**config.mk**
```make
export PLATFORM = sky130hd
export DESIGN_NAME = uart_rx
export DESIGN_NICKNAME = d
export VERILOG_FILES = /design/src/rtl/uart_rx.sv
export SDC_FILE = /design/constraint.sdc
export NUM_CORES = 1
export LEC_CHECK = 0
export ABC_AREA = 0
export CAP_MARGIN = 20
export CORE_MARGIN = 4
export CORE_UTILIZATION = 55
export DETAILED_ROUTE_END_ITERATION = 8
export PLACE_DENSITY = 0.81
export SLEW_MARGIN = 10
export SYNTH_ARGS = -nofsm -noshare
export SYNTH_HDL_FRONTEND = slang
export SYNTH_SLANG_ARGS = --single-unit
```
**constraint.sdc**
```tcl
create_clock -name clk -period 3.1 [get_ports clk]
set_clock_uncertainty 0.15 [all_clocks]
set_input_delay 0.62 -clock clk [delete_from_list [all_inputs] [get_ports clk]]
set_output_delay 0.62 -clock clk [all_outputs]
set_load 0.005 [all_outputs]
```
**src/rtl/uart_rx.sv**
```systemverilog
// 8N1 UART receiver with SAMPLE_AMT-times oversampling, midpoint bit sampling,
// framing-error detection and break hold-off.
module uart_rx #(
    parameter int DATA_WIDTH = 8,
    parameter int SAMPLE_AMT = 16
) (
    input  logic                  clk,
    input  logic                  resetn,
    input  logic                  rx_en,
    input  logic                  baud,
    input  logic                  rx,
    output logic [DATA_WIDTH-1:0] rx_data,
    output logic                  rx_done,
    output logic                  frame_err,
    output logic                  rx_busy
);

    localparam int CNT_W = (SAMPLE_AMT > 2) ? $clog2(SAMPLE_AMT) : 1;
    localparam int IDX_W = (DATA_WIDTH > 1) ? $clog2(DATA_WIDTH) : 1;
    localparam logic [CNT_W-1:0] CNT_MID  = CNT_W'(SAMPLE_AMT / 2 - 1);
    localparam logic [CNT_W-1:0] CNT_LAST = CNT_W'(SAMPLE_AMT - 1);
    localparam logic [IDX_W-1:0] IDX_LAST = IDX_W'(DATA_WIDTH - 1);

    typedef enum logic [2:0] {
        S_IDLE  = 3'd0,
        S_START = 3'd1,
        S_DATA  = 3'd2,
        S_STOP  = 3'd3,
        S_BREAK = 3'd4
    } state_t;

    state_t                state;
    logic [CNT_W-1:0]      cnt;
    logic [IDX_W-1:0]      bit_idx;
    logic [DATA_WIDTH-1:0] shreg;
    logic                  rx_sync_p0;
    logic                  rx_sync_p1;
    logic                  rx_s;

    // Stage boundary: pad -> two-flop synchronizer, idles high out of reset
    always_ff @(posedge clk or negedge resetn) begin
        if (!resetn) begin
            rx_sync_p0 <= 1'b1;
            rx_sync_p1 <= 1'b1;
        end else begin
            rx_sync_p0 <= rx;
            rx_sync_p1 <= rx_sync_p0;
        end
    end

    assign rx_s = rx_sync_p1;

    // Data path only; its contents matter only once a full frame has shifted in
    always_ff @(posedge clk) begin
        if (state == S_DATA && baud && cnt == CNT_LAST) begin
            shreg <= {rx_s, shreg[DATA_WIDTH-1:1]};
        end
    end

    always_ff @(posedge clk or negedge resetn) begin
        if (!resetn) begin
            state     <= S_IDLE;
            cnt       <= '0;
            bit_idx   <= '0;
            rx_data   <= '0;
            rx_done   <= 1'b0;
            frame_err <= 1'b0;
            rx_busy   <= 1'b0;
        end else begin
            rx_done   <= 1'b0;
            frame_err <= 1'b0;
            case (state)
                S_IDLE: begin
                    if (rx_en && !rx_s) begin
                        state   <= S_START;
                        cnt     <= '0;
                        rx_busy <= 1'b1;
                    end
                end
                S_START: begin
                    if (baud) begin
                        if (cnt == CNT_MID) begin
                            cnt <= '0;
                            if (!rx_s) begin
                                state   <= S_DATA;
                                bit_idx <= '0;
                            end else begin
                                state   <= S_IDLE;
                                rx_busy <= 1'b0;
                            end
                        end else begin
                            cnt <= cnt + CNT_W'(1);
                        end
                    end
                end
                S_DATA: begin
                    if (baud) begin
                        if (cnt == CNT_LAST) begin
                            cnt <= '0;
                            if (bit_idx == IDX_LAST) begin
                                state <= S_STOP;
                            end else begin
                                bit_idx <= bit_idx + IDX_W'(1);
                            end
                        end else begin
                            cnt <= cnt + CNT_W'(1);
                        end
                    end
                end
                S_STOP: begin
                    if (baud) begin
                        if (cnt == CNT_LAST) begin
                            cnt     <= '0;
                            rx_data <= shreg;
                            if (rx_s) begin
                                rx_done <= 1'b1;
                                state   <= S_IDLE;
                                rx_busy <= 1'b0;
                            end else begin
                                frame_err <= 1'b1;
                                state     <= S_BREAK;
                            end
                        end else begin
                            cnt <= cnt + CNT_W'(1);
                        end
                    end
                end
                // A line held low after a bad stop bit must not start new frames
                S_BREAK: begin
                    if (rx_s) begin
                        state   <= S_IDLE;
                        rx_busy <= 1'b0;
                    end
                end
                default: begin
                    state   <= S_IDLE;
                    cnt     <= '0;
                    bit_idx <= '0;
                    rx_busy <= 1'b0;
                end
            endcase
        end
    end

endmodule

```
== Word level (Yosys, flattened, before mapping) ==
Index checks and enable logic that the tools add are counted.

* Flip-flop bits (word level): 31
* Bits in latches: 0
* Memory bits (writable): 0
* Memory bits (read-only): 0
* Bits of input ports: 5
* Logic and storage cells: 86
* Memories: 0

* $add $sub $neg: 2
* $mul: 0
* Div/mod/pow operators: 0
* Magnitude comparators: 0
* Equal/unequal tests: 19
* Shifts and indexed selects: 0
* Muxes and demuxes: 40
* Bitwise gates (word level): 3
* Reductions and logical operators: 12

{| class="wikitable"
|+ Operator list
! operator !! number
|-
| 3-bit two-way mux || 16
|-
| 4-bit two-way mux || 5
|-
| 2-bit inequality test (second input constant) || 9
|-
| 4-bit one-hot mux with 4 select lines || 1
|-
| 3-bit one-hot mux with 5 select lines || 1
|-
| 1-bit two-way mux || 14
|-
| 3-bit one-hot mux with 3 select lines || 1
|-
| 9-bit AND reduction || 1
|-
| 7-bit AND reduction || 1
|-
| 3-bit by 2-bit equality test with 1-bit output (second input constant) || 2
|-
| 3-bit equality test (second input constant) || 2
|-
| 2-bit by 1-bit inequality test with 1-bit output (second input constant) || 3
|-
| 6-bit AND reduction || 1
|-
| 1-bit one-hot mux with 5 select lines || 1
|-
| 4-bit by 1-bit adder with 4-bit output (second input constant) || 1
|-
| 4-bit by 3-bit equality test with 1-bit output (second input constant) || 1
|-
| 4-bit equality test (second input constant) || 1
|-
| 4-bit AND reduction || 1
|-
| 3-bit by 1-bit adder with 3-bit output (second input constant) || 1
|-
| 3-bit by 1-bit equality test with 1-bit output (second input constant) || 1
|-
| 1-bit logical AND || 3
|-
| 3-bit zero test || 1
|-
| 1-bit NOT || 3
|-
| 3-bit AND reduction || 1
|-
| other kinds (4) || 4
|}

== Depth between registers and ports, before layout ==
* Depth after elaboration: 5
* Gate-level depth with buffers: 6

== Worst setup path before layout ==
OpenSTA, ideal clock, no wires.

* Kind: input port to flip-flop
* Start: input port baud
* End: register shreg[0] (enable)
* Setup time: 383 ps
* Arrival: 1677 ps
* Required time: 2567 ps
* Path slack: 889 ps
* Stages: 4
* Path buffers: 1
* Path through: buf_6 -> nand3_4 -> or2_1 -> nor3_1

* Cells in the longest elaborated chain, start to end: 2

{| class="wikitable"
|+ Ends and longest elaborated chain
! item !! line !! RTL
|-
| start: declaration || 10 || <nowiki>input logic baud,</nowiki>
|-
| 1-bit logical AND (2 in series) || 55 || <nowiki>if (state == S_DATA && baud && cnt == CNT_LAST) begin</nowiki>
|-
| end signal: assignment || 56 || <nowiki>shreg <= {rx_s, shreg[DATA_WIDTH-1:1]};</nowiki>
|-
| end: declaration || 35 || <nowiki>logic [DATA_WIDTH-1:0] shreg;</nowiki>
|}

No other way between the ends.
A chain may end at the register's enable or synchronous reset.

== Final worst setup path ==
* Start: input port baud
* End: register rx_data[6]

* Cells in the longest elaborated chain, start to end: 1

{| class="wikitable"
|+ Ends and longest elaborated chain
! item !! line !! RTL
|-
| 3-bit AND reduction (no source line) || -- ||
|-
| end signal: assignment || 114 || <nowiki>rx_data <= shreg;</nowiki>
|-
| end: declaration || 12 || <nowiki>output logic [DATA_WIDTH-1:0] rx_data,</nowiki>
|}

No other way between the ends.

==> flow_metrics.env <==
export IMPL_hold_path_end="rx_s"
export IMPL_io_buffers=15
export IMPL_synth_nets=109
export IMPL_crit_path_start_kind="primary input"
export IMPL_synthTopCellsByArea="dfrtp_1 (39%), edfxtp_1 (18%), mux2_4 (7.8%)"
export IMPL_synthAdderAreaFrac_pct=2.79
export IMPL_peakVddDrop_mv=0.560
export IMPL_period_share_pct=77.6
export IMPL_slew_headroom_pct=68.0
export IMPL_hold_depth=0
export IMPL_reg2regPathDepth=5
export IMPL_synth_top_family_by_area="simple AND/OR/NAND/NOR gates"
export IMPL_pre_cts_ws_ps=372
export IMPL_p_per_area_mw_per_mm2=601
export IMPL_cts_hold_buffers=0
export IMPL_worstReg2RegEnd="rx_data[6]"
export IMPL_p_leak_nw=0.681
export IMPL_critical_path_required_ps=3150
export IMPL_syn_avg_cell_area_um2=13.3
export IMPL_maxCapViolations=0
export IMPL_vias_per_cell=6.08
export IMPL_synthesis_area_mm2=0.00135
export IMPL_mostFrequentLayoutCells="dfrtp_1 (21), clkdlybuf4s50_1 (15), nor2_1 (8), edfxtp_1 (8)"
export IMPL_std_cell_rows=17
export IMPL_cts_clk_slew_worst_paths_ps=80
export IMPL_crit_path_cell_trace="clkdlybuf4s50_1 -> nand3_4 -> or2_1 -> or3_4 -> mux2_4"
export IMPL_fin_util_pct=68.6
export IMPL_vias=906
export IMPL_areaGrowthSynthToFinish_pct=16.1
export IMPL_endpoint_kind="flop"
export IMPL_post_cts_buffers=0
export IMPL_crit_type="in2reg"
export IMPL_synth_compound_area_share_pct=11.0
export IMPL_synth_top_area_share_pct=39.1
export IMPL_slew_violations=0
export IMPL_clockBufferDepth=2
export IMPL_cts_root_buffer="clkbuf_4"
export IMPL_wire_per_inst_um=15.9
export IMPL_drc=0
export IMPL_die_w_um=57.5
export IMPL_die_y_um=57.5
export IMPL_synth_xor_area_share_pct=0.651
export IMPL_wl_um=2370
export IMPL_synth_top_area_cell="dfrtp_1"
export IMPL_seq_area_frac_synth_pct=60.8
export IMPL_clock_latency_ps=320
export IMPL_first_pass_iters=4
export IMPL_hold_violations=0
export IMPL_grt_max_degree=24
export IMPL_cts_tree="done"
export IMPL_min_path_type="reg2reg"
export IMPL_drt_iter0_drc=22
export IMPL_start_util_pct=59.1
export IMPL_track_usage_pct=16.8
export IMPL_diodes=0
export IMPL_fin_setup_tns_ps=0
export IMPL_finalSetupViolations=0
export IMPL_cts_max_level=2
export IMPL_min_period_ps=2400
export IMPL_grt_pass1_wl_um=4120
export IMPL_yosys_warnings=0
export IMPL_worst_hold_slack_ps=214
export IMPL_ff2ff_setup_slack_ps=980
export IMPL_drive_above_1_share_pct=18.2
export IMPL_fmax_mhz=416
export IMPL_yosys_area_share_simple_pct=11.4
export IMPL_rsz0062_at_grt="no"
export IMPL_synth_cells=101
export IMPL_yosysUniqueCellTypes=34
export IMPL_cp_max_fo=11
export IMPL_final_common_cell="dfrtp_1"
export IMPL_cts_resized_gates=0
export IMPL_clock_sinks=31
export IMPL_critPathArrivalTime_ps=2460
export IMPL_synth_mux_area_share_pct=10.2
export IMPL_nets=128
export IMPL_grt_overflow_total=0
export IMPL_timing_rr_start="cnt[0]"
export IMPL_tightest_slew_ps=475
export IMPL_ioPinCount=16
export IMPL_grt_pass1_vias=867
export IMPL_hold_path_startpoint="rx_sync_p0"
export IMPL_antenna_found_initial=0
export IMPL_cp_slowest_cell="clkdlybuf4s50_1"
export IMPL_design_core_area_mm2=0.00228
export IMPL_place_congestion=0.941
export IMPL_setup_slack_ps=695
export IMPL_die_area_mm2=0.00330
export IMPL_slowest_delay_ps=650
export IMPL_ant_nets=0
export IMPL_ys_ff_latch=31
export IMPL_dpl_hpwl_um=1630
export IMPL_status="finished, final reports clean"
export IMPL_cts_buffers_inserted=5
-- flip-flops by register name, summed over array words and instances (netlist names) --
| signal | cells |
|---|---|
| bit_idx | 3 |
| frame_err | 1 |
| rx_busy | 1 |
| rx_s | 1 |
| rx_done | 1 |
| rx_sync_p0 | 1 |
| state | 3 |
| shreg | 8 |
| rx_data | 8 |
| cnt | 4 |
-- cells by family after synthesis --
group	after synthesis
flip-flops	31
AND/OR/NAND/NOR	28
AO/OA/AOI/OAI	21
multiplexers	10
buffers and inverters	7
adder cells (fa/ha/maj)	3
XOR/XNOR	1
-- layout make-up --
class | count | area [um^2]
Clock buffer | 7 | 45.0
Clock inverter | 1 | 5.00
Fill cell | 146 | 714
Inverter | 2 | 7.51
Multi-Input combinational cell | 63 | 485
Sequential cell | 31 | 818
Tap cell | 28 | 35.0
Timing Repair Buffer | 17 | 165
-- critical path: cells and delay by family --
family / cells / cell delay (ps)
muxes: 1 / 330
and+or+nand+nor: 3 / 850
buffers and inverters: 1 / 650
-- worst max path at each step --
stage | start | endpoint | slack, ps | depth (start not counted)
finish | baud | rx_data[6] | 700 | 5
global route | baud | rx_data[7] | 670 | 5
CTS | baud | rx_data[6] | 720 | 5
detailed placement | baud | rx_data[6] | 370 | 5
global placement | baud | rx_data[5] | 420 | 5
floorplan | baud | shreg[0] | 890 | 4
-- power by group --
part | switching [mW] | total (mW) | internal (mW)
clock network | 0.130 | 0.218 | 0.0883
registers | 0.0694 | 0.531 | 0.462
logic | 0.0936 | 0.189 | 0.0951
-- cell usage after synthesis (all sizes together) --
master    n
dfrtp    21
mux2      9
edfxtp    8
nor2      8
nand2     7
a21oi     4
nor3      4
o21ai     4
clkbuf    3
ha        3
o31ai     3
a22o      2
buf       2
dfstp     2
inv       2
nand3     2
nor4      2
a211oi    1
a221oi    1
a31o      1
a32o      1
and3      1
mux2i     1
nand4bb   1
nor3b     1
o21a      1
o21bai    1
o221ai    1
o32ai     1
or2       1
or3       1
xor2      1
-- per-stage QoR --
step                std cells  instance area, um^2  power, mW
CTS                       149                 1560      0.945
finish                    149                 1560      0.938
global placement          141                 1510      0.710
detailed placement        141                 1510      0.723
global route              149                 1560      0.999
floorplan                 101                 1350      0.657
-- per-layer routing --
| metal | track usage (%) | up-vias | routed length [um] |
|---|---|---|---|
| met1 | 22.4 | 451 | 1070 |
| li1 | - | 413 | - |
| met4 | 8.94 | 0 | 36 |
| met2 | 22.9 | 38 | 1100 |
| met5 | 0 | - | 0 |
| met3 | 7.24 | 4 | 167 |
Note: power is estimated with default switching activity, not from simulation.
